===== src/rtl/vga_timing_controller.sv =====
// VGA raster timing generator: sub-pixel, column and line counters with registered
// sync/blank/coordinate decode, plus run/stop control that only acts on frame boundaries.
module vga_timing_controller #(
    parameter int CLK_DIV   = 2,
    parameter int H_VISIBLE = 640,
    parameter int H_FP      = 16,
    parameter int H_SYNC    = 96,
    parameter int H_BP      = 48,
    parameter int V_VISIBLE = 480,
    parameter int V_FP      = 10,
    parameter int V_SYNC    = 2,
    parameter int V_BP      = 33
) (
    input  logic       Clk,
    input  logic       reset,
    input  logic       enable,
    output logic       hsync,
    output logic       vsync,
    output logic       video_on,
    output logic [9:0] pixel_x,
    output logic [9:0] pixel_y,
    output logic       pixel_tick,
    output logic       line_start,
    output logic       frame_start,
    output logic       busy
);

    localparam int H_TOTAL = H_VISIBLE + H_FP + H_SYNC + H_BP;
    localparam int V_TOTAL = V_VISIBLE + V_FP + V_SYNC + V_BP;
    localparam int SUB_W   = (CLK_DIV > 1) ? $clog2(CLK_DIV) : 1;

    localparam logic [SUB_W-1:0] SUB_LAST = SUB_W'(CLK_DIV - 1);
    localparam logic [9:0] H_LAST   = 10'(H_TOTAL - 1);
    localparam logic [9:0] V_LAST   = 10'(V_TOTAL - 1);
    localparam logic [9:0] H_VIS    = 10'(H_VISIBLE);
    localparam logic [9:0] V_VIS    = 10'(V_VISIBLE);
    localparam logic [9:0] HS_FIRST = 10'(H_VISIBLE + H_FP);
    localparam logic [9:0] HS_LAST  = 10'(H_VISIBLE + H_FP + H_SYNC - 1);
    localparam logic [9:0] VS_FIRST = 10'(V_VISIBLE + V_FP);
    localparam logic [9:0] VS_LAST  = 10'(V_VISIBLE + V_FP + V_SYNC - 1);

    typedef enum logic [1:0] {
        IDLE,
        RUN,
        DRAIN
    } state_t;

    state_t           state;
    state_t           state_next;
    logic [SUB_W-1:0] sub;
    logic [SUB_W-1:0] sub_next;
    logic [9:0]       x_next;
    logic [9:0]       y_next;
    logic             at_sub_last;
    logic             at_line_end;
    logic             at_frame_end;

    // The decode is taken from the next counter values so every registered output
    // lines up with the counters it is presented alongside.
    always_comb begin
        at_sub_last  = (sub == SUB_LAST);
        at_line_end  = at_sub_last && (pixel_x == H_LAST);
        at_frame_end = at_line_end && (pixel_y == V_LAST);
        state_next   = state;
        sub_next     = '0;
        x_next       = '0;
        y_next       = '0;
        case (state)
            IDLE: begin
                state_next = enable ? RUN : IDLE;
            end
            RUN, DRAIN: begin
                sub_next = at_sub_last ? '0 : sub + 1'b1;
                x_next   = pixel_x;
                y_next   = pixel_y;
                if (at_sub_last) begin
                    x_next = (pixel_x == H_LAST) ? 10'd0 : pixel_x + 10'd1;
                end
                if (at_line_end) begin
                    y_next = (pixel_y == V_LAST) ? 10'd0 : pixel_y + 10'd1;
                end
                if (enable) begin
                    state_next = RUN;
                end else if (at_frame_end) begin
                    state_next = IDLE;
                end else begin
                    state_next = DRAIN;
                end
            end
            default: begin
                state_next = IDLE;
            end
        endcase
        if (state_next == IDLE) begin
            sub_next = '0;
            x_next   = '0;
            y_next   = '0;
        end
    end

    always_ff @(posedge Clk) begin
        if (reset) begin
            state       <= IDLE;
            sub         <= '0;
            pixel_x     <= '0;
            pixel_y     <= '0;
            hsync       <= 1'b1;
            vsync       <= 1'b1;
            video_on    <= 1'b0;
            pixel_tick  <= 1'b0;
            line_start  <= 1'b0;
            frame_start <= 1'b0;
            busy        <= 1'b0;
        end else begin
            state   <= state_next;
            sub     <= sub_next;
            pixel_x <= x_next;
            pixel_y <= y_next;
            if (state_next == IDLE) begin
                hsync       <= 1'b1;
                vsync       <= 1'b1;
                video_on    <= 1'b0;
                pixel_tick  <= 1'b0;
                line_start  <= 1'b0;
                frame_start <= 1'b0;
                busy        <= 1'b0;
            end else begin
                hsync       <= !((x_next >= HS_FIRST) && (x_next <= HS_LAST));
                vsync       <= !((y_next >= VS_FIRST) && (y_next <= VS_LAST));
                video_on    <= (x_next < H_VIS) && (y_next < V_VIS);
                pixel_tick  <= (sub_next == SUB_LAST);
                line_start  <= (sub_next == '0) && (x_next == 10'd0);
                frame_start <= (sub_next == '0) && (x_next == 10'd0) && (y_next == 10'd0);
                busy        <= 1'b1;
            end
        end
    end

endmodule


===== config.mk =====
export PLATFORM = sky130hd
export DESIGN_NAME = vga_timing_controller
export DESIGN_NICKNAME = d
export VERILOG_FILES = /design/src/rtl/vga_timing_controller.sv
export SDC_FILE = /design/constraint.sdc
export NUM_CORES = 1
export LEC_CHECK = 0
export BUFFER_PORTS_ARGS = -buffer_cell sky130_fd_sc_hd__buf_2
export CAP_MARGIN = 40
export CORE_ASPECT_RATIO = 1.2
export CORE_MARGIN = 5
export CORE_UTILIZATION = 24
export DETAILED_ROUTE_END_ITERATION = 8
export PLACE_DENSITY = 0.43
export SETUP_SLACK_MARGIN = 0.05
export SYNTH_ARGS = -nofsm -noshare
export SYNTH_HDL_FRONTEND = slang
export SYNTH_SLANG_ARGS = --single-unit

===== constraint.sdc =====
create_clock -name Clk -period 3.45 [get_ports Clk]
set_clock_uncertainty 0.05 [all_clocks]
set_input_delay 0.69 -clock Clk [delete_from_list [all_inputs] [get_ports Clk]]
set_output_delay 0.69 -clock Clk [all_outputs]
set_load 0.01 [all_outputs]

==> impl_metrics.env <==
export IMPL_outcome="finished clean"
export IMPL_yosysUniqueCellTypes=52
export IMPL_cp_cell_sequence="ha_1, nand4_1, or3_4, nor4_1, o211ai_1, a2111oi_2, o2111ai_1"
export IMPL_crit_family="simple AND/OR/NAND/NOR gates"
export IMPL_end_kind="flip-flop"
export IMPL_synth_compound_area_share_pct=12.45
export IMPL_final_cell_mix="dfxtp_1 (30), nor2_1 (29), buf_2 (29)"
export IMPL_cts_root_buf="clkbuf_8"
export IMPL_maxSlewViolCount=0
export IMPL_maxCapViolations=0
export IMPL_synthMuxAreaShare_pct=1.739
export IMPL_syn_area_um2=1799
export IMPL_finalSetupViolCount=0
export IMPL_synth_top_area_share_pct=33.38
export IMPL_synthCells=220
export IMPL_cts_resized=0
export IMPL_grt_usage_pct=11.49
export IMPL_routed_wl_um=5122
export IMPL_clkTransAtPathRegs_ps=70
export IMPL_cts_buffer_depth=2
export IMPL_drive_above_1_share_pct=20.56
export IMPL_vias=1668
export IMPL_num_rows=34
export IMPL_core_um2=7274
export IMPL_numCtsBuffers=5
export IMPL_syn_nets=228
export IMPL_layout_commonest_cell="dfxtp_1"
export IMPL_io_pins=30
export IMPL_use_met3_pct=2.913
export IMPL_p_sw_share_pct=22.80
export IMPL_synth_fa_ha_area_share_pct=3.477
export IMPL_fillers=810
export IMPL_cp_slowest_cell="or3_4"
export IMPL_drtAntennaViolNets=0
export IMPL_cts_setup_buffers=0
export IMPL_clkLatencyLatePin_ps=280
export IMPL_fin_crit_sh_pct=81.86
export IMPL_global_route_usage_met1_pct=14.19
export IMPL_dp_cells=330
export IMPL_hold_viol_final=0
export IMPL_max_freq_ghz=0.3541
export IMPL_timing_rr_start="pixel_x[0]$_SDFF_PP0_"
export IMPL_relSlewSlack_pct=59.59
export IMPL_combPwrFrac_pct=5.7
export IMPL_synthFlopType="dfxtp_1"
export IMPL_grt_max_degree=14
export IMPL_arrival_ps=2920
export IMPL_grt_pass1_wl_um=8473
export IMPL_seqPwrFrac_pct=47.6
export IMPL_layoutNonFillerInstCount=338
export IMPL_p_switching_uw=171.6
export IMPL_power_leakage_nw=0.7651
export IMPL_crit_start="pixel_x[0]$_SDFF_PP0_"
export IMPL_grt_pass1_vias=1684
export IMPL_ys_ff_latch=30
export IMPL_h_tree_depth=2
export IMPL_io_buffers=29
export IMPL_powerDensity_nw_per_um2=360.6
export IMPL_rsz0062_at_grt="no"
export IMPL_holdCritPathClass="flip-flop to flip-flop"
export IMPL_finish_utilization_pct=28.69
export IMPL_ys_seq_area_share_pct=33.38
export IMPL_path_class="flip-flop to flip-flop"
export IMPL_synth_simple_area_share_pct=34.28
export IMPL_die_area_um2=9335
export IMPL_antennaDiodeCount=0
export IMPL_syn_area_per_cell_um2=8.178
export IMPL_critPathBufInv=0
export IMPL_avgViaCountPerCell=4.935
export IMPL_drc_errors=0
export IMPL_async_flop_share_pct=0
export IMPL_r2r_slack_ps=630
export IMPL_finalCriticalPeriod_ps=2824
export IMPL_final_setup_tns_ps=0
export IMPL_worst_slew_pin_slew_ps=600.6
export IMPL_synth_top_family_by_area="simple AND/OR/NAND/NOR gates"
export IMPL_cp_num_cells=7
export IMPL_worst_setup_path_start_kind="flip-flop"
export IMPL_ir_drop_mv=0.1539
export IMPL_die_h_um=104.8
export IMPL_place_hpwl_um=3905
export IMPL_synth_edf_count=0
export IMPL_cp_endpoint="vsync$_SDFF_PP1_"
export IMPL_cts_sinks=30
export IMPL_synth_area_leaders="dfxtp_1 (33%), nor2_1 (6.1%), xnor2_1 (5.4%)"
export IMPL_intPower_uw=581.0
export IMPL_met2_usage_pct=19.80
export IMPL_antenna_found_initial=0
export IMPL_pwr_share_clk_pct=46.7
export IMPL_finalNetCount=255
export IMPL_yosys_area_share_xor_xnor_pct=7.789
export IMPL_cp_max_fo=13
export IMPL_place_gp_congestion=0.8153
export IMPL_cp_required_ps=3540
export IMPL_r2r_end="vsync$_SDFF_PP1_"
export IMPL_grt_ovfl_total=0
export IMPL_yosysTopAreaCell="dfxtp_1"
export IMPL_drtIter0Drc=75
export IMPL_cts_tree="built"
export IMPL_initial_core_util_pct=24.73
export IMPL_top_usage_layer="met2"
export IMPL_r2r_cells=7
export IMPL_power_uw=752.6
export IMPL_ys_warn_count=0
export IMPL_syn_to_final_growth_pct=15.99
export IMPL_wire_per_inst_um=15.15
export IMPL_die_width_um=89.04
export IMPL_firstDrtPassIters=4
export IMPL_cp_slowest_stage_delay_ps=580
export IMPL_hold_buffers=0
## metal layers
| metal | routed length, um | vias up | part of all wire, % |
|---|---|---|---|
| met4 | 51 | 0 | 1.0 |
| met2 | 2536 | 44 | 50 |
| met1 | 2249 | 777 | 44 |
| met3 | 285 | 5 | 5.6 |
| li1 | - | 842 | - |
| met5 | 0 | - | 0 |
## area by class of cell
| type | instances | area, um^2 | area share, % |
|---|---|---|---|
| clock buffers | 5 | 68.82 | 3.297 |
| well taps | 90 | 112.6 | 5.396 |
| inverters | 8 | 30.03 | 1.439 |
| flip-flops and latches | 30 | 600.6 | 28.78 |
| multi-input cells | 171 | 1075 | 51.50 |
| clock inverters | 3 | 40.04 | 1.918 |
| repair buffers | 31 | 160.2 | 7.674 |
## cells by family (layout without fill, tap and decap cells)
logic type               Yosys count  after routing
XOR/XNOR                          16             16
buffers and inverters             19             47
adder cells (fa/ha/maj)            5              5
flip-flops                        30             30
multiplexers                       3              3
AND/OR/NAND/NOR                  113            113
AO/OA/AOI/OAI                     34             34
## state kept, by name (all words and copies together) (netlist names)
name / flops
at_sub_last: 1
busy: 1
frame_start: 1
hsync: 1
line_start: 1
pixel_tick: 1
pixel_x: 10
pixel_y: 10
state: 2
video_on: 1
vsync: 1
## Yosys cell counts, types with 5 or more instances
cell	n
inv_1	8
nor2_1	29
xor2_1	5
nor3_1	6
buf_6	5
a21oi_1	9
dfxtp_1	30
o21ai_0	8
xnor2_1	11
nand4_1	9
nand3_1	6
ha_1	5
nand2_1	24
## how the worst min path moves through the flow
stage,slack (ps),startpoint,cells after the start,endpoint
finish,510,at_sub_last$_SDFF_PP0_,1,at_sub_last$_SDFF_PP0_
global route,560,at_sub_last$_SDFF_PP0_,1,pixel_tick$_SDFF_PP0_
CTS,530,at_sub_last$_SDFF_PP0_,1,at_sub_last$_SDFF_PP0_
detailed placement,510,at_sub_last$_SDFF_PP0_,1,at_sub_last$_SDFF_PP0_
global placement,500,at_sub_last$_SDFF_PP0_,1,at_sub_last$_SDFF_PP0_
floorplan,500,pixel_y[2]$_SDFF_PP0_,2,pixel_y[2]$_SDFF_PP0_
## power by group through the flow
| stage | clock, mW | combinational, mW | sequential, mW |
|---|---|---|---|
| 2_1_floorplan | 0 | 0.0252 | 0.367 |
| 3_3_place_gp | 0 | 0.0448 | 0.366 |
| 3_5_place_dp | 0 | 0.0440 | 0.366 |
| 4_1_cts | 0.367 | 0.0443 | 0.358 |
| 5_1_grt | 0.380 | 0.0482 | 0.359 |
| 6_report | 0.351 | 0.0431 | 0.358 |
## worst register-to-register path, cell delays in order, from the launching register on
cell and delay (ps):
dfxtp_1 450, ha_1 260, nand4_1 340, or3_4 580
nor4_1 290, o211ai_1 140, a2111oi_2 430, o2111ai_1 150
## per-stage QoR
stage / hold slack, ps / instance area [um^2] / setup WS (ps)
4_1_cts: 525.6 / 2087 / 623.3
2_1_floorplan: 498.4 / 1799 / 951.5
3_3_place_gp: 495.7 / 1978 / 750.9
3_5_place_dp: 507.3 / 1978 / 654.6
5_1_grt: 561.2 / 2087 / 409.0
6_report: 513.1 / 2087 / 625.8
Note: power is estimated with default switching activity, not from simulation.
